File: src/rtl/score_uart_tx_if.sv
// Score link bundle between the game logic (master) and the score UART transmitter (slave).
interface score_uart_tx_if;
  logic [3:0] player1_score;
  logic [3:0] player2_score;
  logic [1:0] state;
  logic       tx;
  logic       busy;
  logic       frame_sent;

  modport master (
    output player1_score,
    output player2_score,
    output state,
    input  tx,
    input  busy,
    input  frame_sent
  );

  modport slave (
    input  player1_score,
    input  player2_score,
    input  state,
    output tx,
    output busy,
    output frame_sent
  );
endinterface

File: src/rtl/score_uart_tx.sv
// Transmit side of the inter-board score link: every score change is sent as a
// 3-byte 8N1 frame (sync, {p1,p2}, sync^{p1,p2}) followed by one idle bit time.
module score_uart_tx #(
  parameter int unsigned CLK_HZ     = 65_000_000,
  parameter int unsigned BAUD       = 115_200,
  parameter logic [7:0]  SYNC_BYTE  = 8'hA5,
  parameter logic [1:0]  MENU_START = 2'd0
) (
  input  logic          clk,
  input  logic          rst,
  score_uart_tx_if.slave link
);

  localparam int unsigned CLKS_PER_BIT = CLK_HZ / BAUD;
  localparam int unsigned CNT_W        = $clog2(CLKS_PER_BIT);
  localparam logic [CNT_W-1:0] LAST_CNT = CNT_W'(CLKS_PER_BIT - 1);

  typedef enum logic [2:0] {
    IDLE,
    START,
    DATA,
    STOP,
    GAP
  } fsm_e;

  fsm_e             fsm_q,   fsm_d;
  logic [CNT_W-1:0] baud_q,  baud_d;
  logic [2:0]       bit_q,   bit_d;
  logic [1:0]       byte_q,  byte_d;
  logic [7:0]       shift_q, shift_d;
  logic [7:0]       score_q, score_d;
  logic [7:0]       last_q,  last_d;
  logic             tx_q,    tx_d;
  logic             busy_q,  busy_d;
  logic             sent_q,  sent_d;

  logic [7:0] snapshot;
  logic       baud_done;
  logic       resync;

  assign snapshot  = {link.player1_score, link.player2_score};
  assign baud_done = (baud_q == LAST_CNT);
  assign resync    = (link.state == MENU_START);

  // NOTE: sequential state uses non-blocking assignments only, so every
  // register samples the pre-edge value of every other register.
  always_ff @(posedge clk) begin
    if (rst) begin
      fsm_q   <= IDLE;
      baud_q  <= '0;
      bit_q   <= '0;
      byte_q  <= '0;
      shift_q <= '0;
      score_q <= '0;
      last_q  <= 8'h00;
      tx_q    <= 1'b1;
      busy_q  <= 1'b0;
      sent_q  <= 1'b0;
    end else begin
      fsm_q   <= fsm_d;
      baud_q  <= baud_d;
      bit_q   <= bit_d;
      byte_q  <= byte_d;
      shift_q <= shift_d;
      score_q <= score_d;
      last_q  <= last_d;
      tx_q    <= tx_d;
      busy_q  <= busy_d;
      sent_q  <= sent_d;
    end
  end

  // NOTE: every signal driven here gets a default first, so no path can
  // leave one unassigned and infer a latch.
  always_comb begin
    fsm_d   = fsm_q;
    baud_d  = baud_q;
    bit_d   = bit_q;
    byte_d  = byte_q;
    shift_d = shift_q;
    score_d = score_q;
    last_d  = last_q;
    tx_d    = tx_q;
    busy_d  = busy_q;
    sent_d  = 1'b0;

    unique case (fsm_q)
      IDLE: begin
        tx_d   = 1'b1;
        busy_d = 1'b0;
        if (resync) last_d = 8'hFF;
        // A snapshot capture overrides the resync clear in the same cycle.
        if (snapshot != last_q) begin
          fsm_d   = START;
          baud_d  = '0;
          byte_d  = '0;
          bit_d   = '0;
          shift_d = SYNC_BYTE;
          score_d = snapshot;
          last_d  = snapshot;
          tx_d    = 1'b0;
          busy_d  = 1'b1;
        end
      end

      START: begin
        if (baud_done) begin
          fsm_d  = DATA;
          baud_d = '0;
          bit_d  = '0;
          tx_d   = shift_q[0];
        end else begin
          baud_d = baud_q + 1'b1;
        end
      end

      DATA: begin
        if (baud_done) begin
          baud_d = '0;
          if (bit_q == 3'd7) begin
            fsm_d = STOP;
            tx_d  = 1'b1;
          end else begin
            bit_d   = bit_q + 1'b1;
            shift_d = {1'b0, shift_q[7:1]};
            tx_d    = shift_q[1];
          end
        end else begin
          baud_d = baud_q + 1'b1;
        end
      end

      STOP: begin
        if (baud_done) begin
          baud_d = '0;
          if (byte_q < 2'd2) begin
            fsm_d   = START;
            byte_d  = byte_q + 1'b1;
            shift_d = (byte_q == 2'd0) ? score_q : (SYNC_BYTE ^ score_q);
            tx_d    = 1'b0;
          end else begin
            fsm_d  = GAP;
            sent_d = 1'b1;
            tx_d   = 1'b1;
          end
        end else begin
          baud_d = baud_q + 1'b1;
        end
      end

      GAP: begin
        tx_d = 1'b1;
        if (resync) last_d = 8'hFF;
        if (baud_done) begin
          fsm_d  = IDLE;
          baud_d = '0;
          busy_d = 1'b0;
        end else begin
          baud_d = baud_q + 1'b1;
        end
      end

      default: begin
        fsm_d  = IDLE;
        baud_d = '0;
        tx_d   = 1'b1;
        busy_d = 1'b0;
      end
    endcase
  end

  assign link.tx         = tx_q;
  assign link.busy       = busy_q;
  assign link.frame_sent = sent_q;

endmodule
File: src/flat_wrapper.sv
// flat-port wrapper written by rule: the top's interface ports become plain ports
module score_uart_tx_flat 
#(
  parameter int unsigned CLK_HZ     = 65_000_000,
  parameter int unsigned BAUD       = 115_200,
  parameter logic [7:0]  SYNC_BYTE  = 8'hA5,
  parameter logic [1:0]  MENU_START = 2'd0
)
  (clk, rst, link_player1_score, link_player2_score, link_state, link_tx, link_busy, link_frame_sent);
  score_uart_tx_if link_i ();
  input  logic clk;
  input  logic rst;
  input wire logic [$bits(link_i.player1_score)-1:0] link_player1_score;
  input wire logic [$bits(link_i.player2_score)-1:0] link_player2_score;
  input wire logic [$bits(link_i.state)-1:0] link_state;
  output wire logic [$bits(link_i.tx)-1:0] link_tx;
  output wire logic [$bits(link_i.busy)-1:0] link_busy;
  output wire logic [$bits(link_i.frame_sent)-1:0] link_frame_sent;
  assign link_i.player1_score = link_player1_score;
  assign link_i.player2_score = link_player2_score;
  assign link_i.state = link_state;
  assign link_tx = link_i.tx;
  assign link_busy = link_i.busy;
  assign link_frame_sent = link_i.frame_sent;
  score_uart_tx #(.CLK_HZ(CLK_HZ), .BAUD(BAUD), .SYNC_BYTE(SYNC_BYTE), .MENU_START(MENU_START)) u_core (.clk(clk), .rst(rst), .link(link_i));
endmodule
File: config.mk
export PLATFORM = sky130hd
export DESIGN_NAME = score_uart_tx_flat
export DESIGN_NICKNAME = d
export VERILOG_FILES = /design/src/rtl/score_uart_tx_if.sv /design/src/rtl/score_uart_tx.sv /design/src/flat_wrapper.sv
export SDC_FILE = /design/constraint.sdc
export NUM_CORES = 1
export LEC_CHECK = 0
export ABC_AREA = 1
export CELL_PAD_IN_SITES_DETAIL_PLACEMENT = 1
export CELL_PAD_IN_SITES_GLOBAL_PLACEMENT = 2
export CORE_ASPECT_RATIO = 1.4
export CORE_UTILIZATION = 36
export DETAILED_ROUTE_END_ITERATION = 12
export GPL_TIMING_DRIVEN = 0
export HOLD_SLACK_MARGIN = 0.06
export PLACE_DENSITY = 0.87
export SLEW_MARGIN = 20
export SYNTH_ARGS = -nofsm -noshare
export SYNTH_HDL_FRONTEND = slang
export SYNTH_SLANG_ARGS = --single-unit
File: constraint.sdc
create_clock -name clk -period 2.8 [get_ports clk]
set_input_delay 0.56 -clock clk [delete_from_list [all_inputs] [get_ports clk]]
set_output_delay 0.56 -clock clk [all_outputs]
set_load 0.02 [all_outputs]
Word level (Yosys, flattened, before mapping)
Cells that the tools add are included.
Widths: inputs -> output; s select.

word-level totals
  flip-flop bits (word level) = 45
  input port bits = 12
  output and inout port bits = 3
  word-level logic and storage cells = 89

cells by class
  add/sub/neg operators = 3
  $lt $le $gt $ge = 1
  equal/unequal tests = 15
  mux-type cells = 39
  bitwise logic cells = 4
  reductions and logical operators = 17

operator list
  cell                   count
  $mux 8                 8
  $mux 3                 10
  $pmux 8 s3             1
  $mux 10                2
  $pmux 10 s2            1
  $pmux 8 s2             1
  $pmux 3 s5             1
  $ne 2x1->1 const B     7
  $reduce_and 6->1       2
  $add 10x1->10 const B  1
  $eq 10x10->1 const B   1
  $pmux 3 s3             1
  $mux 1                 8
  $ne 8x8->1             1
  $eq 3x2->1 const B     2
  $eq 3x3->1 const B     2
  $mux 2                 3
  $reduce_bool 3->1      2
  $reduce_or 3->1        2
  $reduce_and 5->1       1
  $logic_not 2->1        2
  $not 4->4              1
  $pmux 1 s4             1
  $pmux 2 s2             1
  13 further kinds       17

Depth between registers and ports, before layout
  depth after elaboration = 5
  mapped depth = 11
  mapped depth without buffers = 10

Least setup slack after synthesis
No wires, ideal clock.

  path type = register -> register
  start = register u_core.baud_q[0]
  end = register u_core.byte_q[1]
  arrival time = 1446 ps
  data required time = 2736 ps
  path slack = 1291 ps
  stages on the path, launching flop included = 11
  clock period less this slack = 1509 ps
  path through = dfxtp_1 -> ha_1 -> inv_1 -> nor3_1 -> nand3_2 -> buf_4 -> a21oi_2 -> nand2_1 -> inv_1 -> nor2_1 -> nor2_1

between the ends
  longest elaborated chain between the ends = 3

RTL lines
  what                               RTL line             text
  from (decl)                        score_uart_tx.sv:27  logic [CNT_W-1:0] baud_q, baud_d;
  from (signal assigned)             score_uart_tx.sv:61  baud_q <= baud_d;
  $eq 10x10->1                       score_uart_tx.sv:42  assign baud_done = (baud_q == LAST_CNT);
  $ne 2x1->1 (no source line)        -
  $reduce_and 4->1 (no source line)  -
  to (signal assigned)               score_uart_tx.sv:63  byte_q <= byte_d;
  to (decl)                          score_uart_tx.sv:29  logic [1:0] byte_q, byte_d;

Every way passes these cells.
A chain may end at the register's enable or synchronous reset.

Worst setup path after layout
  start = input link_player1_score[2]
  end = register u_core.score_q[6]

between the ends
  longest elaborated chain between the ends = 2

RTL lines
  what                               RTL line             text
  from (decl)                        flat_wrapper.sv:13   input wire logic [$bits(link_i.player1_score)-1:0] link_player1_score;
  $ne 8x8->1                         score_uart_tx.sv:93  if (snapshot != last_q) begin
  $reduce_and 2->1 (no source line)  -
  to (signal assigned)               score_uart_tx.sv:65  score_q <= score_d;
  to (decl)                          score_uart_tx.sv:31  logic [7:0] score_q, score_d;

Several ways; a longest one is shown, not always the timed one.

==> results.rst <==
.. list-table::
   :header-rows: 1

   * - Metric
     - Value
   * - Number of optimization iterations in the first detailed-route pass
     - 4
   * - Clock-pin slew on the worst setup and hold paths
     - 0.09 ns
   * - Register-to-Register Path Depth
     - 10
   * - Detailed-route vias per instance
     - 5.00
   * - Final setup skew
     - 0.00614 ns
   * - Final setup fails
     - 0
   * - Pwr per Cell Area
     - 1070 nW/um2
   * - Die boundary width
     - 71.8 um
   * - Total of max-cap violations
     - 0
   * - Sequential fraction of the synthesis area
     - 36.7%
   * - Effective utilization at floorplan
     - 37.4%
   * - Path type of the worst setup path
     - input pin to flop
   * - Max-Slew Margin vs Limit
     - 64.6%
   * - Worst hold path startpoint
     - u_core.byte_q[0]
   * - Final count of hold timing violations
     - 0
   * - Die Ht
     - 99.7 um
   * - Type of element capturing the critical path
     - flop
   * - Synthesis-to-layout area growth
     - 13.0%
   * - Share of flip-flops with an asynchronous set or reset after synthesis
     - 0%
   * - Final sum of negative setup slack
     - 0 ns
   * - Yosys cell types
     - 38
   * - Outcome
     - completed
   * - Met2 layer usage reported by global route
     - 36.9%
   * - Total standard cell area after synthesis
     - 2450 um2
   * - Unrepaired setup endpoints after global routing
     - no
   * - DRC Markers
     - 0
   * - Clock Tree Root
     - clkbuf_8
   * - Net Count, Synth
     - 373
   * - Number of antenna violations at the first check in global routing
     - 0
   * - Number of buffers on the longest clock path
     - 2
   * - Hold Path Sink
     - u_core.byte_q[0]
   * - Largest net degree at the start of global routing
     - 15
   * - RR Endpoint
     - u_core.byte_q[1]
   * - Max-slew violation count
     - 0
   * - Row Count
     - 35
   * - Boundary pin count
     - 15
   * - Worst reg-to-reg setup slack
     - 1.01 ns
   * - Primary FF master, synth
     - dfxtp_1
   * - Fmax
     - 498 MHz
   * - Number of CTS-inserted buffers
     - 5
   * - Endpoint required time on the critical path
     - 2.99 ns
   * - GRT Util Overall
     - 18.9%
   * - Cells after DPL
     - 445
   * - WP data arrival
     - 2.20 ns
   * - Die area
     - 7160 um2
   * - Post-DRT Antenna Nets
     - 0
   * - CTS Hold Buffers Added
     - 0
   * - Commonest non-fill, non-tap cells in the layout
     - 79 x nand2_1, 63 x nor2_1, 45 x dfxtp_1
   * - Total of cells resized after clock tree synthesis
     - 0
   * - Largest driver fanout on the critical path
     - 10
   * - Clock net sink count
     - 45
   * - Critical-path cell with the highest stage delay
     - clkdlybuf4s50_1
   * - GR met1 Demand/Resource
     - 20.5%
   * - Share of the cycle needed by the critical path after routing
     - 71.7%
   * - Clock insertion delay at the later pin of the skew report
     - 0.30 ns
   * - Top Family by Delay on Critical Path
     - buffers and inverters
   * - Wirelength, routed
     - 6130 um
   * - Leading cell type in the layout, fill and taps excluded
     - nand2_1
   * - Area of the core region
     - 6570 um2
   * - Clock tree from TritonCTS
     - built
   * - Minimum clock period
     - 2.01 ns
   * - Count of synthesis-stage warnings from yosys
     - 0
   * - Met3 track utilization from global routing
     - 2.43%
   * - Peak supply drop
     - 0.417 mV
   * - Type of the tightest min-delay check
     - flop to flop
   * - Number of synthesized flops with an enable pin
     - 0
   * - Flip-flop and latch count after synthesis
     - 45
   * - Number of global-route vias before repair
     - 2302
   * - Syn avg cell area
     - 6.88 um2
   * - Mapped Cells
     - 357
   * - Total via count in the routed design
     - 2264
   * - Max stage delay on crit path
     - 0.50 ns
   * - Placer's final routability congestion estimate
     - 0.790
   * - Reg2Reg Launch Point
     - u_core.baud_q[0]
   * - H-tree lvl count
     - 2
   * - Chain of cells forming the critical path
     - clkdlybuf4s50_1, xnor2_1, nand2_1, nor2_1, nand2_1, nand2_1, buf_2, inv_1, nor2_1, nor2_1
   * - Number of instances on the worst hold path
     - 2
   * - Global-route wire length before repair
     - 10600 um
   * - IO buf count
     - 14
   * - LEAKAGE
     - 0.00129 uW
   * - Half-perimeter wire length after detailed placement
     - 4790 um
   * - Critical path startpoint category
     - input pin
   * - Actual slew at the worst max-slew pin
     - 0.532 ns
   * - Sum of overflow across all layers after global routing
     - 0
   * - Diodes inserted
     - 0
   * - Buf/Inv on CP
     - 3
   * - Cell count along the critical path
     - 10
   * - Final standard cell count with taps included and fillers excluded
     - 453
   * - Post CTS Setup Buffer Count
     - 0
   * - Drt wl/cell
     - 13.5 um
   * - Final Util
     - 42.2%
   * - Post-layout nets
     - 394
   * - Number of DRC markers after the initial detailed-route iteration
     - 48
   * - Global routing's busiest layer
     - met2
   * - Fraction of layout instances using a drive strength above 1
     - 11.3%
[per-stage QoR]
step / instance area, um2 / hold WS (ns) / worst slack [ns] / power [uW]
after CTS: 2770 / 0.488 / 0.773 / 3020
after global placement: 2690 / 0.452 / 0.494 / 2550
final: 2770 / 0.476 / 0.791 / 2960
after detailed placement: 2690 / 0.465 / 0.449 / 2600
after floorplan: 2450 / 0.439 / 1.29 / 2200
after global routing: 2770 / 0.532 / 0.565 / 3260
[where the power goes]
group | switching [uW] | leakage, uW | internal (uW) | total, uW
logic | 978 | 0.000875 | 573 | 1550
clock network | 237 | 0.0000439 | 173 | 409
registers | 144 | 0.000371 | 860 | 1000
[registers in the layout (all words and copies together), names as in the netlist]
register	cells
u_core.link.tx	1
u_core.link.frame_sent	1
u_core.score_q	8
u_core.link.busy	1
u_core.bit_q	3
u_core.byte_q	2
u_core.baud_q	10
u_core.last_q	8
u_core.fsm_q	3
u_core.shift_q	8
[worst min-delay path, cell delays in order (launching register included)]
cell and delay, ns:
dfxtp_1 0.33, nor2_1 0.05, nor2_1 0.07
[logic make-up after synthesis]
logic type	share of synthesized area [%]
and+or+nand+nor	37.1
buffers and inverters	11.0
DFF	36.7
AOI/OAI and AO/OA	10.0
xor gates and xnor gates	3.21
adders and majority gates	2.04
[layout make-up]
cell class                 count  area [um2]
fill                         852        3790
multi-input combinational    251        1280
sequential                    45         901
inverter                      49         188
timing repair buffer          14         140
tap                           74        92.6
buffer                        12        81.3
clock buffer                   5        68.8
clock inverter                 3        17.5
[per-layer routing]
metal	share of wire (%)	vias to the layer above
li1	-	1168
met1	42	1064
met2	55	25
met3	1.8	7
met4	1.5	0
met5	0	-
[how the worst max path moves through the flow]
| stage | end | from | slack (ns) |
|---|---|---|---|
| 2_1_floorplan | u_core.byte_q[1] | u_core.baud_q[0] | 1.29 |
| 3_3_place_gp | u_core.score_q[4] | link_player2_score[3] | 0.49 |
| 3_5_place_dp | u_core.score_q[6] | link_player2_score[2] | 0.45 |
| 4_1_cts | u_core.score_q[6] | link_player1_score[2] | 0.77 |
| 5_1_grt | u_core.score_q[5] | link_player1_score[2] | 0.57 |
| 6_report | u_core.score_q[6] | link_player1_score[2] | 0.79 |
[synthesized netlist by cell type, types with 2 or more instances]
library cell	number	area [um2]
a21oi_1	17	85.1
a22oi_1	5	37.5
buf_2	2	10.0
buf_4	5	37.5
buf_6	2	22.5
clkbuf_1	2	7.51
dfxtp_1	45	901
ha_1	4	50.1
inv_1	42	158
inv_2	4	15.0
nand2_1	79	297
nand2_2	3	18.8
nand2_4	4	45.0
nand3_1	15	75.1
nand3_2	2	20.0
nand4_1	14	87.6
nor2_1	63	236
nor2_2	3	18.8
nor3_1	4	20.0
o211ai_1	2	15.0
o21ai_0	14	70.1
or2_2	3	18.8
xnor2_1	8	70.1
No activity file was read; power rests on OpenSTA's default activity.
